[config.mk]
export PLATFORM = sky130hd
export DESIGN_NAME = seg7_scan_driver
export DESIGN_NICKNAME = d
export VERILOG_FILES = /design/src/rtl/seg7_pkg.sv /design/src/rtl/seg7_decoder.sv /design/src/rtl/seg7_scan_driver.sv
export SDC_FILE = /design/constraint.sdc
export NUM_CORES = 1
export LEC_CHECK = 0
export CORE_UTILIZATION = 50
export CTS_CLUSTER_SIZE = 28
export DETAILED_ROUTE_END_ITERATION = 8
export PLACE_DENSITY = 0.71
export SETUP_SLACK_MARGIN = 0.5
export SLEW_MARGIN = 15
export SYNTH_ARGS = -nofsm -noshare
export SYNTH_HDL_FRONTEND = slang
export SYNTH_HIERARCHICAL = 1
export SYNTH_SLANG_ARGS = --single-unit
[constraint.sdc]
create_clock -name clk -period 3.41 [get_ports clk]
set_clock_uncertainty 0.15 [all_clocks]
set_input_delay 0.341 -clock clk [delete_from_list [all_inputs] [get_ports clk]]
set_output_delay 0.341 -clock clk [all_outputs]
set_load 0.01 [all_outputs]
[src/rtl/seg7_pkg.sv]
// seg7_pkg
//   Shared definitions for the 7-segment display path.
//   Segment codes are {g,f,e,d,c,b,a}, active-low (0 = segment lit).
//   bcd_to_seg maps a 4-bit BCD digit to its segment code; values A..F
//   show a dash so a corrupted counter value is visible on the display.
package seg7_pkg;

    localparam logic [6:0] SEG_0    = 7'h40;
    localparam logic [6:0] SEG_1    = 7'h79;
    localparam logic [6:0] SEG_2    = 7'h24;
    localparam logic [6:0] SEG_3    = 7'h30;
    localparam logic [6:0] SEG_4    = 7'h19;
    localparam logic [6:0] SEG_5    = 7'h12;
    localparam logic [6:0] SEG_6    = 7'h02;
    localparam logic [6:0] SEG_7    = 7'h78;
    localparam logic [6:0] SEG_8    = 7'h00;
    localparam logic [6:0] SEG_9    = 7'h10;
    localparam logic [6:0] SEG_DASH = 7'h3F;
    localparam logic [6:0] SEG_OFF  = 7'h7F;
    localparam logic [6:0] SEG_ALL  = 7'h00;

    function automatic logic [6:0] bcd_to_seg(input logic [3:0] bcd);
        logic [6:0] code;
        case (bcd)
            4'd0:    code = SEG_0;
            4'd1:    code = SEG_1;
            4'd2:    code = SEG_2;
            4'd3:    code = SEG_3;
            4'd4:    code = SEG_4;
            4'd5:    code = SEG_5;
            4'd6:    code = SEG_6;
            4'd7:    code = SEG_7;
            4'd8:    code = SEG_8;
            4'd9:    code = SEG_9;
            default: code = SEG_DASH;
        endcase
        return code;
    endfunction

endpackage

[src/rtl/seg7_decoder.sv]
// seg7_decoder
//   Combinational BCD to 7-segment decoder (active-low segment code).
//   Ports:
//     bcd       in  4  BCD digit (A..F decode to a dash)
//     seg_code  out 7  {g,f,e,d,c,b,a}, active-low
module seg7_decoder
    import seg7_pkg::*;
(
    input  logic [3:0] bcd,
    output logic [6:0] seg_code
);

    assign seg_code = bcd_to_seg(bcd);

endmodule

[src/rtl/seg7_scan_driver.sv]
// seg7_scan_driver
//   Multiplexed common-anode 7-segment driver. One digit is driven per
//   refresh slot of REFRESH_DIV clocks; the first BLANK_CYC clocks of each
//   slot keep every anode off to avoid ghosting between digits. The digit
//   values and decimal-point mask are captured once per full scan so a
//   counter update mid-scan never shows a torn value.
//   Ports:
//     clk        in  1        system clock, rising edge
//     rst        in  1        asynchronous reset, active-high
//     din        in  4*N_DIG  packed BCD, digit i = din[4*i+3:4*i]
//     dp_mask    in  N_DIG    1 = decimal point lit on digit i
//     lz_blank   in  1        1 = suppress leading zeros
//     lamp_test  in  1        1 = all segments and dp on during drive phase
//     an         out N_DIG    anode enables, active-low, at most one low
//     seg        out 7        {g,f,e,d,c,b,a}, active-low
//     dp         out 1        decimal point, active-low
module seg7_scan_driver
    import seg7_pkg::*;
#(
    parameter int N_DIG       = 4,
    parameter int REFRESH_DIV = 100000,
    parameter int BLANK_CYC   = 1000
)
(
    input  logic               clk,
    input  logic               rst,
    input  logic [4*N_DIG-1:0] din,
    input  logic [N_DIG-1:0]   dp_mask,
    input  logic               lz_blank,
    input  logic               lamp_test,
    output logic [N_DIG-1:0]   an,
    output logic [6:0]         seg,
    output logic               dp
);

    localparam int CNT_W = (REFRESH_DIV > 1) ? $clog2(REFRESH_DIV) : 1;
    localparam int IDX_W = (N_DIG > 1) ? $clog2(N_DIG) : 1;

    localparam logic [CNT_W-1:0] CNT_LAST = CNT_W'(REFRESH_DIV - 1);
    localparam logic [CNT_W-1:0] BLANK_V  = CNT_W'(BLANK_CYC);
    localparam logic [IDX_W-1:0] IDX_LAST = IDX_W'(N_DIG - 1);

    logic [CNT_W-1:0]   cnt_q, cnt_d;
    logic [IDX_W-1:0]   idx_q, idx_d;
    logic [4*N_DIG-1:0] snap_q, snap_d;
    logic [N_DIG-1:0]   dpm_q, dpm_d;
    logic               first_q, first_d;
    logic [N_DIG-1:0]   an_q, an_d;
    logic [6:0]         seg_q, seg_d;
    logic               dp_q, dp_d;

    logic               slot_end;
    logic               scan_end;
    logic               drive;
    logic [3:0]         cur_digit;
    logic [6:0]         dec_seg;
    logic [N_DIG-1:0]   lz_mask;
    logic               lz_zero;

    // Slot timing and snapshot capture
    always_comb begin
        slot_end = (cnt_q == CNT_LAST);
        scan_end = slot_end && (idx_q == IDX_LAST);

        cnt_d = slot_end ? '0 : cnt_q + 1'b1;

        idx_d = idx_q;
        if (slot_end) begin
            idx_d = (idx_q == IDX_LAST) ? '0 : idx_q + 1'b1;
        end

        // Capture on the first edge out of reset so the display does not
        // sit on zeros for a whole scan, then once per scan wrap.
        first_d = 1'b0;
        snap_d  = snap_q;
        dpm_d   = dpm_q;
        if (first_q || scan_end) begin
            snap_d = din;
            dpm_d  = dp_mask;
        end
    end

    // A digit above 0 is a leading zero when it and every higher digit are 0.
    always_comb begin
        lz_zero = 1'b1;
        lz_mask = '0;
        for (int i = N_DIG - 1; i >= 0; i--) begin
            lz_zero    = lz_zero && (snap_q[4*i +: 4] == 4'h0);
            lz_mask[i] = lz_zero && (i != 0);
        end
    end

    assign cur_digit = snap_q[4*idx_q +: 4];

    seg7_decoder u_dec (
        .bcd      (cur_digit),
        .seg_code (dec_seg)
    );

    // Output stage: registered from the current (cnt, idx) state
    always_comb begin
        drive = (cnt_q >= BLANK_V);
        an_d  = '1;
        seg_d = SEG_OFF;
        dp_d  = 1'b1;
        if (drive) begin
            if (lamp_test) begin
                an_d[idx_q] = 1'b0;
                seg_d       = SEG_ALL;
                dp_d        = 1'b0;
            end else if (!(lz_blank && lz_mask[idx_q])) begin
                an_d[idx_q] = 1'b0;
                seg_d       = dec_seg;
                dp_d        = ~dpm_q[idx_q];
            end
        end
    end

    always_ff @(posedge clk or posedge rst) begin
        if (rst) begin
            cnt_q   <= '0;
            idx_q   <= '0;
            snap_q  <= '0;
            dpm_q   <= '0;
            first_q <= 1'b1;
            an_q    <= '1;
            seg_q   <= SEG_OFF;
            dp_q    <= 1'b1;
        end else begin
            cnt_q   <= cnt_d;
            idx_q   <= idx_d;
            snap_q  <= snap_d;
            dpm_q   <= dpm_d;
            first_q <= first_d;
            an_q    <= an_d;
            seg_q   <= seg_d;
            dp_q    <= dp_d;
        end
    end

    assign an  = an_q;
    assign seg = seg_q;
    assign dp  = dp_q;

endmodule

Word-level counts from Yosys, hierarchy flattened
Memory sizes are Yosys's and may differ from the RTL's. Index checks and enable logic that the tools add are counted.

Latch bits: 0. Output and inout port bits: 12. Word-level logic and storage cells: 45. Memory bits (read-only): 112. Input port bits: 24. Flip-flop bits (word level): 52. Bits in writable memories: 0. Memories: 1.

Memories: (name not given) (depth 16, width 7, read ports 1, clocked after memory_dff 0, write ports 0, RTL line seg7_pkg.sv:24) `case (bcd)`.

Bitwise operators: 2. Add/subtract/negate cells: 2. Multiplexer cells: 17. Shift-type cells: 1. Multiply operators: 0. Magnitude comparators: 3. Equality and inequality tests: 2. Divide/modulo/power cells: 0. Reduce and logical (&&, ||, !) cells: 9.

Operator list (count): 7-bit two-way mux (3); 17-bit by 1-bit adder with 17-bit output (second input constant) (1); 17-bit == test (second input constant) (1); 17-bit by 10-bit >= comparator with 1-bit output (second input constant) (1); 17-bit two-way mux (1); 16-bit by 5-bit indexed part select with 4-bit output (1); 4-bit zero test (3); 4-bit two-way mux (3); 1-bit two-way mux (6); 1-bit logical AND (5); 1-bit binary-select mux with 2-bit select (2); 4-bit NOT (1); 2-bit by 3-bit < comparator with 1-bit output (second input constant) (1); 2-bit by 1-bit adder with 2-bit output (second input constant) (1); 1-bit demux with 2-bit select (1); 2-bit == test (second input constant) (1); 2-bit by 1-bit >= comparator with 1-bit output (second input constant) (1); 2-bit two-way mux (1); 1-bit logical OR (1); 1-bit NOT (1).

Depth between registers and ports, before layout
Gate-level depths: netlist of run 1.

Depth in word-level cells: 9. Depth in mapped cells: 8. Depth with buffers taken out: 7.

Modules after synthesis
Netlist of run 1, hierarchy kept.

Modules (own cells, without submodules): seg7_scan_driver (area an instance 2499.9 µm², cells an instance 194, times used 1, seq. area each 1317.5 µm²); seg7_decoder (area an instance 230.2 µm², cells an instance 31, times used 1, seq. area each 0.0 µm²).

Worst setup path before layout of run 1
Ideal clock, no wire load.

Path kind: register to register. From: register idx_q[0]. To: register seg_q[1] (netlist: seg[1]). Arrival time: 1818 ps. Data required time: 3170 ps. Buffers on the path: 1. Library setup time: 90 ps. Cell stages (with the launch flop): 9. Path slack: 1351 ps. Clock period less this slack: 2059 ps. Cells stage by stage: dfrtp_1 -> buf_2 -> mux4_2 -> inv_1 -> ha_1 -> nor2_1 -> nor2_1 -> a21oi_1 -> nand2_1.

Elaborated cells on any way between the ends: 8. Those cells by class: 1 x shift; 5 x mux; 1 x reduce/logical; 1 x memory.

RTL lines: start, declared (RTL line seg7_scan_driver.sv:44) `logic [IDX_W-1:0] idx_q, idx_d;`; start signal, assigned (RTL line seg7_scan_driver.sv:131) `idx_q <= idx_d;`; 16-bit by 5-bit indexed part select with 4-bit output (RTL line seg7_scan_driver.sv:93) `assign cur_digit = snap_q[4*idx_q +: 4];`; named net cur_digit[1] (RTL line seg7_scan_driver.sv:55) `logic [3:0] cur_digit;`; memory 16 x 7 bit; named net dec_seg[1] (RTL line seg7_scan_driver.sv:56) `logic [6:0] dec_seg;`; 7-bit two-way mux (RTL line seg7_scan_driver.sv:111) `end else if (!(lz_blank && lz_mask[idx_q])) begin`; 7-bit two-way mux (RTL line seg7_scan_driver.sv:107) `if (lamp_test) begin`; 7-bit two-way mux (RTL line seg7_scan_driver.sv:106) `if (drive) begin`; named net seg_d[1] (RTL line seg7_scan_driver.sv:49) `logic [6:0] seg_q, seg_d;`; end signal, assigned (RTL line seg7_scan_driver.sv:136) `seg_q <= seg_d;`; end, declared (RTL line seg7_scan_driver.sv:49).

The timed path passes the listed nets, and every way through them passes these cells. The select of a mux whose other input is x is not followed. A chain may end at the register's enable or synchronous reset.

Final worst setup path of run 1
Ends and elaborated chain as after synthesis.

==> flow_summary.json, run 1 <==
{
  "status": "completed",
  "drive_gt1_share_pct": 22.0,
  "drt-initial-drc-count": 97,
  "pin_count": 36,
  "final_cells": 329,
  "r2r-start": "idx_q[0]",
  "grt_pass1_vias": 1575,
  "grt_setup_unrepaired": "no",
  "hold_path.class": "reg -> reg",
  "grt_overflow_total": 0,
  "p_leak_nw": 1.37,
  "synth-seq-cells": 52,
  "drt_wl_total_microns": 4540,
  "cts_buffers": 5,
  "final-max-slew-violation-count": 0,
  "final.period_utilization_pct": 66.7,
  "path_clk_slew_ps": 100,
  "drtPass1Iterations": 4,
  "reg2regPathDepth": 7,
  "dp_hpwl_microns": 3240,
  "worstPathRequired_ps": 3480,
  "finalSetupTns_ps": 0,
  "ctsResizeCount": 0,
  "viasPerCell": 5.24,
  "syn_inst": 225,
  "ys_seq_area_share_pct": 48.3,
  "fp.dieArea_sq_um": 5760,
  "final_util_pct": 61.9,
  "synth_nets": 260,
  "antenna_cells": 0,
  "num_rows": 26,
  "drtAntennaViolNets": 0,
  "synthDistinctLibCells": 47,
  "antenna_found_initial": 0,
  "fmax_ghz": 0.440,
  "slew_headroom_pct": 31.8,
  "total_power_mw": 1.17,
  "worst_slew_pin_slew_ps": 1020,
  "yosys-top-cells-area": "dfrtp_1 (36%), dfstp_2 (13%), mux2_4 (11%)",
  "htreeDepth": 2,
  "grt_max_degree": 53,
  "nets": 293,
  "areaGrowthSynthToFinish_pct": 17.4,
  "cts-root-buf": "clkbuf_8",
  "start_kind": "flip-flop",
  "place_area_sq_um": 3110,
  "worstPathArrival_ps": 2340,
  "p_per_area_nw_per_um2": 365,
  "drc_errors": 0,
  "cp-end-kind": "flip-flop",
  "r2r-end": "seg[1]",
  "via_count": 1723,
  "dieWidth_microns": 75.9,
  "synth_area_sq_um": 2730,
  "synth_top_area_share_pct": 35.7,
  "yosys_warnings": 6,
  "port_buffers": 35,
  "finalCriticalPeriod_ps": 2270,
  "synth-edff-count": 0,
  "start_util_pct": 52.8,
  "yosysTopAreaCell": "dfrtp_1",
  "postCtsHoldBufs": 0,
  "min_path_cells": 1,
  "grt_pass1_wl_microns": 7440,
  "worstHoldStart": "dpm_q[2]",
  "wl_per_cell_microns": 13.8,
  "cts_sinks": 52,
  "final-hold-violation-count": 0,
  "synth_area_per_cell_sq_um": 12.1,
  "cts_tree": "yes",
  "core_area_sq_um": 5170,
  "cap_violations": 0,
  "cts_buffer_depth": 2,
  "mostFrequentLayoutCells": "dfrtp_1 (39), clkdlybuf4s50_1 (35), mux2_4 (20), nand2_1 (16), nor2_1 (15)",
  "path_max_fanout": 11,
  "fin_area_sq_um": 3200,
  "reg2reg_slack_ps": 1140,
  "ir_drop_mv": 0.232,
  "clk_latency_ps": 300,
  "placed_cells": 321,
  "holdPathEnd": "dpm_q[2]",
  "setup_viol": 0,
  "grt.total_usage_pct": 17.3,
  "path_class": "reg -> reg",
  "synth-async-reset-ratio_pct": 100,
  "fp.dieH_microns": 75.9,
  "post_cts_buffers": 0,
  "place_congestion": 0.781,
  "synthFlopType": "dfrtp_1",
  "mostFrequentLayoutCell": "dfrtp_1"
}
-- synthesized netlist by cell type, drive strengths merged (2+ instances only) --
master and count:
dfrtp 39, mux2 20, nand2 16, nor2 15, dfstp 13, inv 12
ha 11, a21oi 10, buf 7, nor4 7, xnor2 7, nand3 6
nand4 6, xor2 6, mux4 5, nand3b 5, and4 4, o21ai 4
clkbuf 3, nor2b 3, a21o 2, a22oi 2, a31oi 2, and2b 2
mux2i 2, nand2b 2, nor3 2, o31ai 2
-- worst max-delay path, cell delays in order (launching register included) --
cell and delay (ps):
dfrtp_1 650, mux4_2 660, inv_1 140, ha_1 250, nor2_1 90, nor2_1 50, a21oi_1 140, nand2_1 70
-- stage by stage --
step / hold slack (ps) / setup slack, ps
after global placement: 343 / 1210
final: 369 / 1140
after global routing: 404 / 961
after floorplan: 318 / 1350
after detailed placement: 353 / 1150
after CTS: 376 / 1120
-- flip-flops by register name (all words and copies together), names as in the netlist --
signal / flops
first_q: 1
snap_q: 16
seg: 7
dp: 1
an: 4
idx_q: 2
cnt_q: 17
dpm_q: 4
-- report_power, final --
part / switching, mW / leakage [nW] / internal [mW] / total (mW)
Clock: 0.200 / 0.0434 / 0.165 / 0.364
Sequential: 0.0201 / 0.621 / 0.642 / 0.662
Combinational: 0.0561 / 0.704 / 0.0865 / 0.143
-- worst max-delay path by stage --
stage,startpoint,endpoint,slack (ps),cells after the start
finish,idx_q[0],seg[1],1140,7
global placement,idx_q[0],seg[1],1210,7
detailed placement,idx_q[0],seg[1],1150,7
global route,idx_q[0],seg[1],960,7
floorplan,idx_q[0],seg[1],1350,8
CTS,idx_q[0],seg[1],1120,7
-- routing by layer --
metal  part of all wire [%]  routed length [microns]  vias to the layer above  GRT usage [%]
met5                      0                        0                        -              0
met4                    1.2                       53                        0           4.94
met3                    2.6                      117                        5           2.38
met2                     43                     1970                       41           25.8
met1                     53                     2400                      828           26.2
li1                       -                        -                      849              -
-- cell families after synthesis --
logic type,count (synthesis),synth area share (%)
adders and majority gates,11,5.04
muxes,27,15.9
buffers and inverters,22,4.17
other,1,0.137
and+or+nand+nor,76,17.0
AOI/OAI and AO/OA,23,5.32
DFF,52,48.3
xor gates and xnor gates,13,4.17
-- area by class of cell --
cell class	instances	area (sq um)
clock buffer	6	82.6
clock inverter	2	15.0
fill	434	1970
inverter	12	45.0
multi-input combinational	151	1300
sequential	52	1320
tap	70	87.6
timing repair buffer	36	358
(Power assumes the default switching activity.)
==> inputs of run 2 (changes only) <==
==> constraint.sdc (replaced) <==
create_clock -name clk -period 2.4 [get_ports clk]
set_clock_uncertainty 0.15 [all_clocks]
set_input_delay 0.24 -clock clk [delete_from_list [all_inputs] [get_ports clk]]
set_output_delay 0.24 -clock clk [all_outputs]
set_load 0.01 [all_outputs]
==> run 2 against run 1 <==
Sequential cell count unchanged. Wire length increased by 9.2%. Via count up 5.2%. Worst setup slack worse by 810 ps. Critical path depth fell by 1. Maximum frequency is 9.8% higher. Power increased by 44%. Sequential power is 42% higher. Non-clock buffer count increased by 11. Critical path type unchanged. Critical endpoint is now seg[5]. Largest power group unchanged.
==> flow_summary.json, run 2 (synthesis gave the netlist of run 1 again) <==
{
  "drtAntennaViolNets": 0,
  "fp.dieH_microns": 75.9,
  "cts-root-buf": "clkbuf_8",
  "cts_tree": "yes",
  "drtPass1Iterations": 6,
  "grt_pass1_wl_microns": 8050,
  "fmax_ghz": 0.483,
  "via_count": 1812,
  "reg2regPathDepth": 6,
  "viasPerCell": 5.33,
  "finalSetupTns_ps": 0,
  "fin_ws_ps": 328,
  "n_fill_cell": 404,
  "largest_reg_flops": 17,
  "worstPathArrival_ps": 2140,
  "r2r-start": "idx_q[0]",
  "grt_overflow_total": 0,
  "ir_drop_mv": 0.335,
  "drc_errors": 0,
  "path_max_fanout": 7,
  "grt_max_degree": 53,
  "fp.dieArea_sq_um": 5760,
  "clk_latency_ps": 300,
  "drive_gt1_share_pct": 29.6,
  "worstPathRequired_ps": 2470,
  "path_class": "reg -> reg",
  "start_kind": "flip-flop",
  "place_congestion": 0.793,
  "top_register": "cnt_q",
  "worst_slew_pin_slew_ps": 633,
  "drt-initial-drc-count": 94,
  "setup_viol": 0,
  "grt.total_usage_pct": 19.0,
  "antenna_found_initial": 0,
  "nets": 304,
  "cp-end-kind": "flip-flop",
  "pin_count": 36,
  "dieWidth_microns": 75.9,
  "core_area_sq_um": 5170,
  "port_buffers": 35,
  "grt_pass1_vias": 1625,
  "antenna_cells": 0,
  "drt_wl_total_microns": 4960,
  "path_clk_slew_ps": 90,
  "reg2reg_slack_ps": 330,
  "start_util_pct": 52.8,
  "slew_headroom_pct": 57.8,
  "r2r-end": "seg[5]",
  "pre_cts_slack_ps": 156,
  "postCtsHoldBufs": 0,
  "num_rows": 26,
  "place_area_sq_um": 3150,
  "cap_violations": 0,
  "grt_setup_unrepaired": "yes",
  "cts_buffer_depth": 2,
  "dp_hpwl_microns": 3350,
  "cts_sinks": 52,
  "final_util_pct": 65.1,
  "mostFrequentLayoutCells": "dfrtp_1 (35), clkdlybuf4s50_1 (35), mux2_4 (20), nand2_1 (16), nor2_1 (15)",
  "final.period_utilization_pct": 86.3,
  "final-hold-violation-count": 0,
  "cts_buffers": 5,
  "wl_per_cell_microns": 14.6,
  "hold_path.class": "in -> async",
  "fin_area_sq_um": 3370,
  "p_leak_nw": 1.42,
  "status": "completed",
  "final-max-slew-violation-count": 0,
  "areaGrowthSynthToFinish_pct": 23.3,
  "finalCriticalPeriod_ps": 2070,
  "p_per_area_nw_per_um2": 501,
  "htreeDepth": 2
}
==> run 2: cell count changes in the layout (fill, tap and decap cells not counted), sizes merged <==
cell,change
buf,+11
clkbuf,+1
clkinvlp,-1
==> run 2: area by class of cell <==
type                            instances  area, sq um  share of cell area, %
Clock inverter                          1         7.51                  0.223
Inverter                               12         50.0                   1.49
Tap cell                               70         87.6                   2.60
Clock buffer                            7         86.3                   2.56
Sequential cell                        52         1320                   39.3
Timing Repair Buffer                   47          453                   13.5
Multi-Input combinational cell        151         1360                   40.4
==> run 2: report_power, final <==
group	internal [mW]	switching, mW	total, mW
clock	0.235	0.282	0.516
combinational	0.138	0.0910	0.229
sequential	0.912	0.0310	0.943
==> run 2: per-layer routing <==
layer / vias to the layer above / GRT usage, % / part of all wire (%)
li1: 876 / - / -
met1: 870 / 28.2 / 49
met2: 59 / 27.8 / 46
met3: 7 / 4.50 / 3.5
met4: 0 / 5.56 / 1.5
met5: - / 0 / 0
==> run 2: through the flow <==
step	cells	hold WS [ps]	power, mW
after CTS	338	303	1.69
after detailed placement	322	357	1.18
after global placement	322	347	1.17
after floorplan	225	239	1.10
final	340	261	1.69
after global routing	340	326	1.77
==> run 2: how the worst max path moves through the flow <==
| stage | startpoint | endpoint | slack [ps] | depth (start not counted) |
|---|---|---|---|---|
| 2_1_floorplan | idx_q[0] | seg[2] | 430 | 7 |
| 3_3_place_gp | idx_q[0] | seg[0] | 210 | 7 |
| 3_5_place_dp | idx_q[0] | seg[5] | 160 | 6 |
| 4_1_cts | idx_q[0] | seg[5] | 370 | 6 |
| 5_1_grt | idx_q[0] | seg[3] | 230 | 6 |
| 6_report | idx_q[0] | seg[5] | 330 | 6 |
==> run 2: repair_timing <==
| action | in CTS | in global routing |
|---|---|---|
| setup endpoints to repair | 27 | 29 |
| setup buffers | 8 | 2 |
| gates cloned | 0 | 0 |
| pin swaps | 4 | 2 |
| gates resized for setup | 5 | 8 |
==> run 2: critical path, cell delays in order, from the launching register on <==
cell and delay, ps:
dfrtp_2 470, mux4_2 640, ha_2 230, o21ai_0 170
o31ai_1 100, a21oi_1 150, nand2_1 70
==> edit 1, RTL diff (flow settings as in run 2) <==
Put one more register stage on the output `seg`, cleared by the reset. The value now appears one clock later. The other outputs are not delayed to match.
--- a/src/rtl/seg7_scan_driver.sv
+++ b/src/rtl/seg7_scan_driver.sv
@@ -140,5 +140,11 @@
 
     assign an  = an_q;
-    assign seg = seg_q;
+    always_ff @(posedge clk or posedge rst) begin
+        if (rst) begin
+            seg <= '0;
+        end else begin
+            seg <= seg_q;
+        end
+    end
     assign dp  = dp_q;
 
Behaviour: not the same (a bounded check fails within 4 cycles, from zero or initial values and one cycle with rst high).
==> edit 1 against run 2 <==
Sequential share of layout area is 0.15 points higher; sequential cell count is 7 higher; routed wire length grew 16%; maximum frequency grew 3.3%; worst setup slack improved by 66 ps; area after synthesis is 5.5% higher; total power is 40% higher; count of clock-buffer cells in the layout is 4 higher; final cell count is 6.5% higher; design area is 13% higher; critical path type unchanged.
==> edit 1: results (changes against run 2) <==
[grt]
grt_pass1_wl_um=9000  ; +12%
grt_max_degree=23  ; -57%
grt_usage_pct=19.6  ; +0.51 points
grt_pass1_vias=1870  ; +15%

[final_layout]
fin_cells=362  ; +6.5%
drive_gt1_share_pct=34.1  ; +4.5 points
nNetsFinal=320  ; +5.3%

[power]
p_leak_nw=1.60  ; +13%
peakVddDrop_mv=0.725  ; +120%

[timing]
hold_ws_ps=97.8  ; -163 ps
fin_crit_sh_pct=83.6  ; -2.8 points

[yosys]
synthTopCellsByCount=dfrtp_1 (46), mux2_4 (20), nor2_1 (17)
synthAdderAreaFrac_pct=4.78  ; -0.26 points
synth_mux_area_share_pct=15.0  ; -0.83 points
yosysSeqAreaShare_pct=51.8  ; +3.5 points
synth-xor-area-share_pct=4.26  ; +0.085 points
synth.top_cells.by_area=dfrtp_1 (40%), dfstp_2 (12%), mux2_4 (10%), ha_1 (4.8%), mux4_2 (3.9%)
synth_cell_types=49  ; +4.3%
synth_compound_area_share_pct=4.47  ; -0.84 points
syn_nets=266  ; +2.3%
syn_avg_cell_area_sq_um=12.5  ; +2.8%

[detailed_routing]
wl_met3_um=402  ; +130%
route.layer.met1.wl_um=2640  ; +9.4%
routed-wl-met2_um=2590  ; +13%
highest_layer=met4
drt_iter0_markers=127  ; +35%
wl_per_cell_um=15.9  ; +8.9%
dr_total_vias=2016  ; +11%

[place]
placed_cells=334  ; +3.7%
pre_cts_ws_ps=301  ; +145 ps
hpwl_um=3560  ; +6.3%
dpl_cell_area_sq_um=3340  ; +6.0%
place_congestion=0.846  ; +6.7%

[clocking]
worstSkewPairLatency_ps=330  ; +30 ps
cts_buffers=9  ; +4
clkTransAtPathRegs_ps=70  ; -20 ps
cts_resized=7  ; +2
h-tree-depth=3  ; +1
post_cts_buffers=5  ; -3

[critical_path]
cp_max_fo=5  ; -2
crit_path_end=seg_q[2]
reg2reg_slack_ps=390  ; +70 ps
critPathTopFamily=multiplexers

[run_status]
status=finished, final reports clean

## edit 1: cell types whose count changed after synthesis, moves of 2 or more
| cell | before | now |
|---|---|---|
| dfrtp_1 | 39 | 46 |
| nor4_1 | 5 | 2 |
| inv_1 | 12 | 14 |
| nor2_1 | 15 | 17 |
## edit 1: cell type report
class                   count  area, sq um
flip-flops and latches     59         1500
inverters                  14         57.6
fillers                   424         1750
repair buffers             51          499
well taps                  72         90.1
multi-input cells         150         1430
clock buffers              11          151
clock inverters             5         75.1
## edit 1: metal layers
| layer | global-route usage [%] | up-vias |
|---|---|---|
| li1 | - | 917 |
| met1 | 27.2 | 969 |
| met3 | 4.35 | 16 |
| met5 | 0 | - |
| met2 | 29.2 | 114 |
| met4 | 8.89 | 0 |
## edit 1: power breakdown
group	leakage (nW)	switching, mW	total, mW	internal [mW]
sequential	0.678	0.0361	1.07	1.03
combinational	0.798	0.112	0.276	0.164
clock	0.119	0.379	1.01	0.636
total	1.60	0.527	2.36	1.83
==> edit 2, RTL diff (settings of run 2) <==
Made on the original files. Set the parameter `REFRESH_DIV` to 50000 (it was 100000).
--- a/src/rtl/seg7_scan_driver.sv
+++ b/src/rtl/seg7_scan_driver.sv
@@ -19,5 +19,5 @@
 #(
     parameter int N_DIG       = 4,
-    parameter int REFRESH_DIV = 100000,
+    parameter int REFRESH_DIV = 50000,
     parameter int BLANK_CYC   = 1000
 )
Formal check against the unedited RTL: no difference found for any inputs over 10 cycles, from zero or initial values and one cycle with rst high; that may be too few to reach the edited logic, so the function may still have changed.
==> edit 2 against run 2 <==
Highest routed layer unchanged; first-iteration DRC count decreased by 6.4%; worst setup slack lost 140 ps; total power is 7.2% higher; sequential cell count is 1 lower; design area up 4.3%; critical path depth down 1; largest cell class unchanged; routed wire length grew 8.3%; area after synthesis shrank 4.4%.
==> edit 2: results (changes against run 2) <==
[clocking]
clock_path_buffers=2  ; unchanged
h-tree-depth=2  ; unchanged
cts_root_buffer=clkbuf_8
cts_buffers=5  ; unchanged
clkTransAtPathRegs_ps=90  ; about the same

[yosys]
synth.top_cells.by_area=dfrtp_1 (36%), dfstp_2 (13%), mux2_4 (12%), ha_1 (5.3%), mux4_2 (4.3%)
yosysSeqAreaShare_pct=49.5  ; +1.3 points
yosysWarnings=6  ; unchanged
syn_avg_cell_area_sq_um=12.3  ; +1.5%
syn_nets=247  ; -5.0%
synthTopCellsByCount=dfrtp_1 (38), mux2_4 (20), nand3_1 (19)
synth_cell_types=45  ; -4.3%
postSynth.asyncResetShare_pct=100  ; unchanged

[place]
hpwl_um=3130  ; -6.5%
pre_cts_ws_ps=225  ; +68.5 ps
placed_cells=308  ; -4.3%
port-buffer-count=35  ; unchanged
place_congestion=0.803  ; +1.4%

[final_layout]
nNetsFinal=304  ; unchanged
drive_gt1_share_pct=37.4  ; +7.8 points
fin_cells=337  ; -0.88%
antenna_cells=0  ; unchanged
fillers=359  ; -11%

[timing]
hold_ws_ps=264  ; +3.12 ps
worst_pin_slew_ps=620  ; -13.2 ps
fin_crit_ps=2210  ; +137 ps

[critical_path]
crit_arrival_ps=2240  ; +100 ps
cp_max_fo=20  ; +13
cpMaxStageDelayCell=or4_4
cp_slowest_stage_delay_ps=570  ; -70 ps
r2r_cells=5  ; -1
rr_startpoint=cnt_q[13]
critPathTopFamily=simple AND/OR/NAND/NOR gates
crit_path_end=snap_q[9]
reg2reg_slack_ps=190  ; -140 ps

[grt]
antenna_found_initial=0  ; unchanged
grt_usage_pct=19.8  ; +0.75 points
grt_pass1_vias=1686  ; +3.8%
grt_max_degree=52  ; -1.9%
grt_pass1_wl_um=8060  ; +0.17%

[power]
intPower_mw=1.39  ; +8.3%
p_leak_nw=1.49  ; +5.4%
peakVddDrop_mv=0.435  ; +30%

[detailed_routing]
first_pass_iters=4  ; -2
dr_total_vias=1843  ; +1.7%
drt-total-wl_um=5370  ; +8.3%
drt_iter0_markers=88  ; -6.4%

[run_status]
status=finished, final reports clean

[run]
maxCapViolCount=0  ; unchanged

-- edit 2: cell type report --
cell class                 count  area (sq um)  share of cell area [%]
clock inverter                 2          35.0                   0.998
clock buffer                   6          82.6                    2.35
sequential                    51          1300                    36.9
multi-input combinational    143          1390                    39.7
inverter                      11          46.3                    1.32
timing repair buffer          57           576                    16.4
tap                           67          83.8                    2.39
-- edit 2: metrics by stage --
step / util, % / area, sq um
after floorplan: - / 2650
after global placement: 62.6 / 3050
after detailed placement: 62.6 / 3050
after CTS: 67.8 / 3310
after global routing: 72.0 / 3510
final: 72.0 / 3510
-- edit 2: power by group through the flow --
| stage | registers, mW | clock network, mW | logic (mW) |
|---|---|---|---|
| 2_1_floorplan | 0.927 | 0 | 0.164 |
| 5_1_grt | 0.935 | 0.661 | 0.289 |
| 3_5_place_dp | 0.938 | 0 | 0.223 |
| 6_report | 0.931 | 0.612 | 0.267 |
| 4_1_cts | 0.925 | 0.625 | 0.233 |
| 3_3_place_gp | 0.938 | 0 | 0.220 |
-- edit 2: cell families (layout without fill, tap and decap cells) --
group	Yosys count	in the layout	synth area share [%]
adder cells (fa/ha/maj)	11	11	5.27
multiplexers	27	29	16.6
AND/OR/NAND/NOR	72	72	16.3
buffers and inverters	20	76	3.79
XOR/XNOR	11	11	3.69
other	1	1	0.144
AO/OA/AOI/OAI	19	19	4.65
flip-flops	51	51	49.5
-- edit 2: how the worst min path moves through the flow --
| stage | start | to |
|---|---|---|
| after detailed placement | cnt_q[7] | cnt_q[7] |
| after floorplan | lamp_test | dp |
| after global routing | rst | cnt_q[5] |
| after global placement | cnt_q[7] | cnt_q[7] |
| final | rst | cnt_q[12] |
| after CTS | rst | cnt_q[13] |
-- edit 2: what timing repair did --
item                                   4_1_cts  5_1_grt
hold buffers                                 0        0
setup endpoints to repair                   30       39
endpoints found under the hold margin        0        0
resized for setup                            5       30
cloned                                       1        1
pin swaps                                    2        4
buffers inserted                            12        7
-- edit 2: layer usage --
metal	vias to the layer above	track usage (%)	part of all wire, %
li1	866	-	-
met1	913	28.8	48
met2	54	30.6	46
met3	10	4.07	4.4
met4	0	5.03	1.7
met5	-	0	0
-- edit 2: tightest hold or removal path: stages --
cell	delay, ps
clkdlybuf4s50_1	410
inv_2	50
buf_4	490
